===== src/rtl/key_debounce_pulse_pkg.sv =====
// Shared constants for the pushbutton conditioning stage: FSM encodings,
// 50 MHz timing defaults and the counter-width helper.
package key_debounce_pulse_pkg;

  typedef logic [1:0] state_t;

  localparam state_t ST_RELEASED     = 2'd0;
  localparam state_t ST_PRESS_WAIT   = 2'd1;
  localparam state_t ST_PRESSED      = 2'd2;
  localparam state_t ST_RELEASE_WAIT = 2'd3;

  localparam int DEF_DEBOUNCE_CYCLES = 1000000;   // 20 ms at 50 MHz
  localparam int DEF_REPEAT_EN       = 1;
  localparam int DEF_REPEAT_DELAY    = 25000000;  // 0.5 s
  localparam int DEF_REPEAT_PERIOD   = 5000000;   // 0.1 s

  // Width that holds (largest cycle count - 1); never narrower than one bit.
  function automatic int cnt_width(input int a, input int b, input int c);
    int m;
    m = a;
    if (b > m) m = b;
    if (c > m) m = c;
    if ($clog2(m) < 1) return 1;
    return $clog2(m);
  endfunction

endpackage


===== src/rtl/key_debounce_pulse_sync2.sv =====
// Two-flop synchroniser for an asynchronous level input; both stages reset
// to RESET_VAL so a released active-low key reads as idle out of reset.
module sync2 #(
  parameter logic RESET_VAL = 1'b1
) (
  input  logic clk,
  input  logic rst,
  input  logic d,
  output logic q
);

  logic [1:0] stage_reg;

  always_ff @(posedge clk or posedge rst) begin
    if (rst) begin
      stage_reg <= {2{RESET_VAL}};
    end else begin
      stage_reg <= {stage_reg[0], d};
    end
  end

  assign q = stage_reg[1];

endmodule


===== src/rtl/key_debounce_pulse.sv =====
// Debounces a raw active-low pushbutton and produces one registered strobe per
// confirmed press, plus optional auto-repeat strobes while the key is held.
module key_debounce_pulse
  import key_debounce_pulse_pkg::*;
#(
  parameter int DEBOUNCE_CYCLES = DEF_DEBOUNCE_CYCLES,
  parameter int REPEAT_EN       = DEF_REPEAT_EN,
  parameter int REPEAT_DELAY    = DEF_REPEAT_DELAY,
  parameter int REPEAT_PERIOD   = DEF_REPEAT_PERIOD
) (
  input  logic CLOCK_50,
  input  logic reset,
  input  logic key_n,
  output logic press_pulse,
  output logic key_down
);

  localparam int CW = cnt_width(DEBOUNCE_CYCLES, REPEAT_DELAY, REPEAT_PERIOD);

  localparam logic [CW-1:0] DEB_LAST    = CW'(DEBOUNCE_CYCLES - 1);
  localparam logic [CW-1:0] DELAY_LAST  = CW'(REPEAT_DELAY - 1);
  localparam logic [CW-1:0] PERIOD_LAST = CW'(REPEAT_PERIOD - 1);

  function automatic logic [CW-1:0] sat_inc(input logic [CW-1:0] v);
    return (v == '1) ? v : v + CW'(1);
  endfunction

  logic s_n;

  state_t          state_reg, state_next;
  logic [CW-1:0]   deb_cnt_reg, deb_cnt_next;
  logic [CW-1:0]   hold_cnt_reg, hold_cnt_next;
  logic            rpt_phase_reg, rpt_phase_next;
  logic            pulse_reg, pulse_next;
  logic            down_reg, down_next;
  logic            rpt_hit;

  sync2 #(
    .RESET_VAL(1'b1)
  ) u_sync (
    .clk(CLOCK_50),
    .rst(reset),
    .d  (key_n),
    .q  (s_n)
  );

  // First repeat waits REPEAT_DELAY held cycles, later ones REPEAT_PERIOD.
  always_comb begin
    rpt_hit = 1'b0;
    if (REPEAT_EN != 0) begin
      rpt_hit = rpt_phase_reg ? (hold_cnt_reg == PERIOD_LAST)
                              : (hold_cnt_reg == DELAY_LAST);
    end
  end

  always_comb begin
    state_next     = state_reg;
    deb_cnt_next   = deb_cnt_reg;
    hold_cnt_next  = hold_cnt_reg;
    rpt_phase_next = rpt_phase_reg;
    pulse_next     = 1'b0;
    down_next      = down_reg;

    case (state_reg)
      ST_RELEASED: begin
        down_next = 1'b0;
        if (!s_n) begin
          state_next   = ST_PRESS_WAIT;
          deb_cnt_next = '0;
        end
      end

      ST_PRESS_WAIT: begin
        down_next = 1'b0;
        if (s_n) begin
          state_next = ST_RELEASED;
        end else if (deb_cnt_reg == DEB_LAST) begin
          state_next     = ST_PRESSED;
          pulse_next     = 1'b1;
          down_next      = 1'b1;
          hold_cnt_next  = '0;
          rpt_phase_next = 1'b0;
        end else begin
          deb_cnt_next = sat_inc(deb_cnt_reg);
        end
      end

      // A release seen on the cycle a repeat would fire takes priority.
      ST_PRESSED: begin
        down_next = 1'b1;
        if (s_n) begin
          state_next   = ST_RELEASE_WAIT;
          deb_cnt_next = '0;
        end else if (rpt_hit) begin
          pulse_next     = 1'b1;
          hold_cnt_next  = '0;
          rpt_phase_next = 1'b1;
        end else if (REPEAT_EN != 0) begin
          hold_cnt_next = sat_inc(hold_cnt_reg);
        end
      end

      ST_RELEASE_WAIT: begin
        down_next = 1'b1;
        if (!s_n) begin
          state_next = ST_PRESSED;
        end else if (deb_cnt_reg == DEB_LAST) begin
          state_next = ST_RELEASED;
          down_next  = 1'b0;
        end else begin
          deb_cnt_next = sat_inc(deb_cnt_reg);
        end
      end

      default: begin
        state_next = ST_RELEASED;
        down_next  = 1'b0;
      end
    endcase
  end

  always_ff @(posedge CLOCK_50 or posedge reset) begin
    if (reset) begin
      state_reg     <= ST_RELEASED;
      deb_cnt_reg   <= '0;
      hold_cnt_reg  <= '0;
      rpt_phase_reg <= 1'b0;
      pulse_reg     <= 1'b0;
      down_reg      <= 1'b0;
    end else begin
      state_reg     <= state_next;
      deb_cnt_reg   <= deb_cnt_next;
      hold_cnt_reg  <= hold_cnt_next;
      rpt_phase_reg <= rpt_phase_next;
      pulse_reg     <= pulse_next;
      down_reg      <= down_next;
    end
  end

  assign press_pulse = pulse_reg;
  assign key_down    = down_reg;

endmodule


===== config.mk =====
export PLATFORM = sky130hd
export DESIGN_NAME = key_debounce_pulse
export DESIGN_NICKNAME = d
export VERILOG_FILES = /design/src/rtl/key_debounce_pulse_pkg.sv /design/src/rtl/key_debounce_pulse_sync2.sv /design/src/rtl/key_debounce_pulse.sv
export SDC_FILE = /design/constraint.sdc
export NUM_CORES = 1
export LEC_CHECK = 0
export CAP_MARGIN = 25
export CORE_MARGIN = 2
export CORE_UTILIZATION = 49
export CTS_BUF_LIST = sky130_fd_sc_hd__clkbuf_16
export DETAILED_ROUTE_END_ITERATION = 7
export SYNTH_ARGS = -nofsm -noshare
export SYNTH_HDL_FRONTEND = slang
export SYNTH_SLANG_ARGS = --single-unit

===== constraint.sdc =====
create_clock -name CLOCK_50 -period 4 [get_ports CLOCK_50]
set_input_delay 0.8 -clock CLOCK_50 [delete_from_list [all_inputs] [get_ports CLOCK_50]]
set_output_delay 0.8 -clock CLOCK_50 [all_outputs]
set_load 0.01 [all_outputs]

Word level (Yosys, flattened, before mapping)
Index checks and enable logic that the tools add are counted.
{ "totals": {"mem_bits_rw": 0, "n_memories": 0, "ff_bits": 57, "rom_bits": 0, "latch_bits": 0} }
{ "classes": {"n_mul": 0, "eq_ne": 18, "n_reduce_logical": 6, "n_mux": 34, "shifts": 0, "n_bitwise": 0, "n_div": 0, "add_sub_neg": 2, "n_lt_le_gt_ge": 0} }
{ "op_table": {"columns": ["op", "count"], "rows": [
  ["25-bit two-way mux", 11],
  ["25-bit case mux with 4 select lines", 1],
  ["25-bit == test (second input constant)", 3],
  ["25-bit by 1-bit adder with 25-bit output (second input constant)", 2],
  ["25-bit case mux with 2 select lines", 1],
  ["25-bit by 20-bit == test with 1-bit output (second input constant)", 1],
  ["25-bit by 23-bit == test with 1-bit output (second input constant)", 1],
  ["2-bit two-way mux", 6],
  ["1-bit two-way mux", 11],
  ["2-bit inequality test (second input constant)", 5],
  ["5-bit AND reduction", 2],
  ["2-bit case mux with 4 select lines", 1],
  ["4-bit AND reduction", 2],
  ["3-bit inequality test (second input constant)", 2],
  ["2-bit == test (second input constant)", 2],
  ["2-bit by 1-bit inequality test with 1-bit output (second input constant)", 2],
  ["1-bit case mux with 2 select lines", 2],
  ["1-bit case mux with 4 select lines", 1],
  ["3-bit by 2-bit inequality test with 1-bit output (second input constant)", 1],
  ["2-bit by 1-bit == test with 1-bit output (second input constant)", 1],
  ["2-bit zero test", 1],
  ["2-bit nonzero test", 1]
]} }

Longest topological paths before layout
{ "depth": {"ltp_word": 5, "mapped_depth": 9, "ltp_nobuf": 8} }

By module
From an unflattened synthesis, not the netlist that was laid out.
{ "hier_totals": {"cells_unflattened": 382, "area_unflattened_um2": 3555.9} }
{ "by_module_without_submodules": {"columns": ["mod", "area_each_um2", "n_inst", "cells_per_inst"], "rows": [
  ["key_debounce_pulse", 3499.6, 1, 379],
  ["sync2", 56.3, 1, 3]
]} }

Worst setup path before layout
Ideal clock, no wire load.
{ "synth_path": {"path_type": "register to register", "start": "register hold_cnt_reg[23]", "end": "register hold_cnt_reg[2]", "path_stages_with_launch": 8, "t_arrival_ps": 2315, "path_slack_ps": 1567, "path_cell_list": "dfrtp_1 > or4b_1 > or4_4 > a2111oi_4 > nand3b_1 > buf_6 > o21ai_2 > a21o_1"} }
{ "synth_via": {"elab_chain_len": 5, "elab_cells_between_ends": 9} }
{ "synth_lines": {"columns": ["item", "line_no", "source"], "rows": [
  ["from (decl)", "key_debounce_pulse.sv:32", "logic [CW-1:0] hold_cnt_reg, hold_cnt_next;"],
  ["from (signal assigned)", "key_debounce_pulse.sv:133", "hold_cnt_reg <= hold_cnt_next;"],
  ["25-bit == test / 25-bit by 23-bit == test with 1-bit output (equally long branches)", "key_debounce_pulse.sv:52, key_debounce_pulse.sv:51", null],
  ["1-bit two-way mux", "key_debounce_pulse.sv:51", "rpt_hit = rpt_phase_reg ? (hold_cnt_reg == PERIOD_LAST)"],
  ["25-bit two-way mux", "key_debounce_pulse.sv:94", "end else if (rpt_hit) begin"],
  ["25-bit two-way mux", "key_debounce_pulse.sv:91", "if (s_n) begin"],
  ["25-bit case mux with 2 select lines", "key_debounce_pulse.sv:64", "case (state_reg)"]
]} }
Several ways; a longest one is shown, not always the timed one. The select of a mux whose other input is x is not followed.
A chain may end at the register's enable or synchronous reset.

Worst setup path in the final report
{ "layout_path": {"start": "register deb_cnt_reg[20]", "end": "register hold_cnt_reg[13]"} }
{ "layout_via": {"elab_chain_len": 3} }
{ "layout_lines": {"columns": ["item", "line_no", "source"], "rows": [
  ["from (decl)", "key_debounce_pulse.sv:31", "logic [CW-1:0] deb_cnt_reg, deb_cnt_next;"],
  ["from (signal assigned)", "key_debounce_pulse.sv:132", "deb_cnt_reg <= deb_cnt_next;"],
  ["25-bit by 20-bit == test with 1-bit output", "key_debounce_pulse.sv:77", "end else if (deb_cnt_reg == DEB_LAST) begin"],
  ["2-bit inequality test (no source line)", null, null],
  ["5-bit AND reduction (no source line)", null, null]
]} }
No other way between the ends.

==> qor.csv <==
stage,metric,value,unit
global_routing,track_usage,23.0,%
global_routing,grt_pass1_vias,2783,
clock_network,insertion_delay,330,ps
global_routing,grt_max_degree,58,
layout,layout-drive-gt1-share,6.44,%
critical_path,cp.arrival,3200,ps
floorplan,ios,5,
logic_synthesis,yosysSeqAreaShare,42.5,%
power_and_ir_drop,vdd_drop_max,0.254,mV
sta,slew_violations,0,
power_and_ir_drop,cellPowerDensity,472,nW/µm²
critical_path,worstPathRequired,4260,ps
layout,fin_nets,393,
sta,worst_slew_pin_slew,816,ps
clock_network,post_cts_buffers,0,
layout,diodes,0,
critical_path,critPathKind,reg -> reg,
placed_design,io_buffers,4,
sta,finalCriticalPeriod,2950,ps
global_routing,antenna_found_initial,0,
placed_design,dpl.cell_count,452,
sta,max_slew_margin,45.1,%
sta,clock_skew,6.21,ps
drt,drt_wl_total,7770,µm
drt,postRouteAntennaNets,0,
clock_network,cts_made_buffers,9,
logic_synthesis,ys_warn_count,0,
worst_hold_path,hold_class,reg -> reg,
floorplan,die_w,86.8,µm
logic_synthesis,yosysTopAreaCell,dfrtp_1,
placed_design,place_ws,1070,ps
clock_network,hold_buffers,0,
sta,fin_crit_sh,73.7,%
drt,drc_errors,0,
layout,post-route-util,55.2,%
worst_hold_path,holdCritStartpoint,u_sync.stage_reg[0],
worst_hold_path,worstHoldEndpoint,u_sync.stage_reg[1],
clock_network,cts_max_level,3,
logic_synthesis,syn_avg_cell_area,8.89,µm²
clock_network,root_buffer,clkbuf_16,
sta,rsz0062_at_grt,no,
floorplan,die-height,86.8,µm
logic_synthesis,syn_inst,378,
critical_path,r2r_cells,7,
placed_design,post-dp-hpwl,5390,µm
critical_path,critPathMaxFanout,12,
power_and_ir_drop,cellLeakagePower,1.51,nW
sta,tns,0,ps
global_routing,grt_overflow_total,0,
logic_synthesis,post-synth-top-count-cell,dfrtp_1,
floorplan,dieArea,7540,µm²
critical_path,reg2reg_slack,1050,ps
critical_path,cp-end-kind,register,
logic_synthesis,syn-num-nets,388,
sta,fmax,339,MHz
clock_network,clkSlewWorstSetupHoldPaths,50,ps
worst_hold_path,whs_path_depth,0,
floorplan,initial_core_util,50.0,%
clock_network,cts_tree,yes,
logic_synthesis,post_synth_num_cell_types,52,
logic_synthesis,syn_area,3360,µm²
clock_network,ctsResizeCount,0,
drt,drt-initial-drc-count,128,
critical_path,crit_path_start_kind,register,
drt,vias_per_cell,6.09,
logic_synthesis,synthFlopType,dfrtp_1,
clock_network,cts_buffer_depth,2,
sta,setup_violations,0,
floorplan,core_area,6720,µm²
sta,hold_ws,353,ps
global_routing,grt_pass1_wl,13400,µm
critical_path,reg2reg_from,deb_cnt_reg[20],
sta,layout_setup_ws,1050,ps
logic_synthesis,synth_edf_count,0,
clock_network,cts_sinks,57,
drt,dr.pass1.iters,5,
logic_synthesis,ys_top_cells_by_area,"dfrtp_1 41%, nand3_1 4.6%, nand2_1 3.4%, nand4_1 3.2%, nor2_1 3.0%",
placed_design,gp_congestion,0.829,
drt,routedWlPerCell,16.6,µm
floorplan,fp-row-count,30,
layout,instances_no_fill,468,
critical_path,worstReg2RegEnd,hold_cnt_reg[13],
outcome,status,"complete, no violations",
logic_synthesis,synthTopCellsByCount,"55 x dfrtp_1, 31 x nand3_1, 30 x nand2_1",
sta,finalHoldViolCount,0,
layout,area_growth_syn_to_layout,10.3,%
logic_synthesis,yosysTopAreaCellShare,41.0,%
logic_synthesis,synthArstFlopShare,100,%
flow_run,maxCapViolCount,0,
drt,vias,2852,
logic_synthesis,synth_seq_cells,57,
[cell usage in the layout, fill, tap and decap left out, types with 7 or more instances in the layout]
master     netlist  layout
dfrtp_1         55      55
clkbuf_16        0       9
nor2_1          27      27
inv_1           12      13
nor3_1          17      17
nand3_1         31      31
o21ai_0         19      19
a21oi_1         18      18
o31ai_1          8       8
nor4_1           7       7
nand4_1         17      17
ha_1             7       7
xor2_1          10      10
nand2_1         30      30
or3_1           12      12
and3_1          13      13
o21ai_1         12      12
[where the power goes]
part / internal [mW] / total [mW] / switching, mW
registers: 0.608 / 0.636 / 0.0282
clock network: 0.406 / 0.669 / 0.263
logic: 0.127 / 0.444 / 0.316
total: 1.14 / 1.75 / 0.608
[stage by stage]
stage / total power [mW] / area [µm²]
floorplan: 0.979 / 3360
global placement: 1.09 / 3450
detailed placement: 1.09 / 3450
CTS: 1.76 / 3710
global route: 1.85 / 3710
finish: 1.75 / 3710
[metal layers]
metal	up-vias	track usage [%]	part of all wire [%]	wire length (µm)
met1	1384	28.3	46	3570
li1	1416	-	-	-
met3	15	4.29	2.1	167
met4	0	10.9	2.0	155
met5	-	0	0	0
met2	37	38.9	50	3890
[cell families after synthesis]
group,share of synthesized area [%]
AO/OA/AOI/OAI,17.0
XOR/XNOR,4.17
buffers and inverters,3.39
flip-flops,42.5
AND/OR/NAND/NOR,30.3
adder cells (fa/ha/maj),2.61
[layout make-up]
cell class / instances / area [µm²]
well taps: 80 / 100
multi-input cells: 296 / 1820
repair buffers: 6 / 55.1
flip-flops and latches: 57 / 1430
clock inverters: 7 / 31.3
clock buffers: 9 / 225
fillers: 622 / 3010
inverters: 13 / 48.8
[critical path, cell delays in order, from the launching register on]
cell and delay [ps]:
dfrtp_1 410, nor4b_1 380, nand4_1 360, o32ai_2 540
nand3b_1 420, buf_4 330, or3_1 340, o21ai_1 70
[how the worst max path moves through the flow]
stage                     start          endpoint  slack (ps)
6_report        deb_cnt_reg[20]  hold_cnt_reg[13]        1050
5_1_grt         deb_cnt_reg[20]  hold_cnt_reg[13]         870
4_1_cts         deb_cnt_reg[20]  hold_cnt_reg[13]        1060
3_5_place_dp    deb_cnt_reg[20]  hold_cnt_reg[12]        1070
3_3_place_gp    deb_cnt_reg[20]  hold_cnt_reg[12]        1090
2_1_floorplan  hold_cnt_reg[23]   hold_cnt_reg[2]        1570
(Power assumes the default switching activity.)
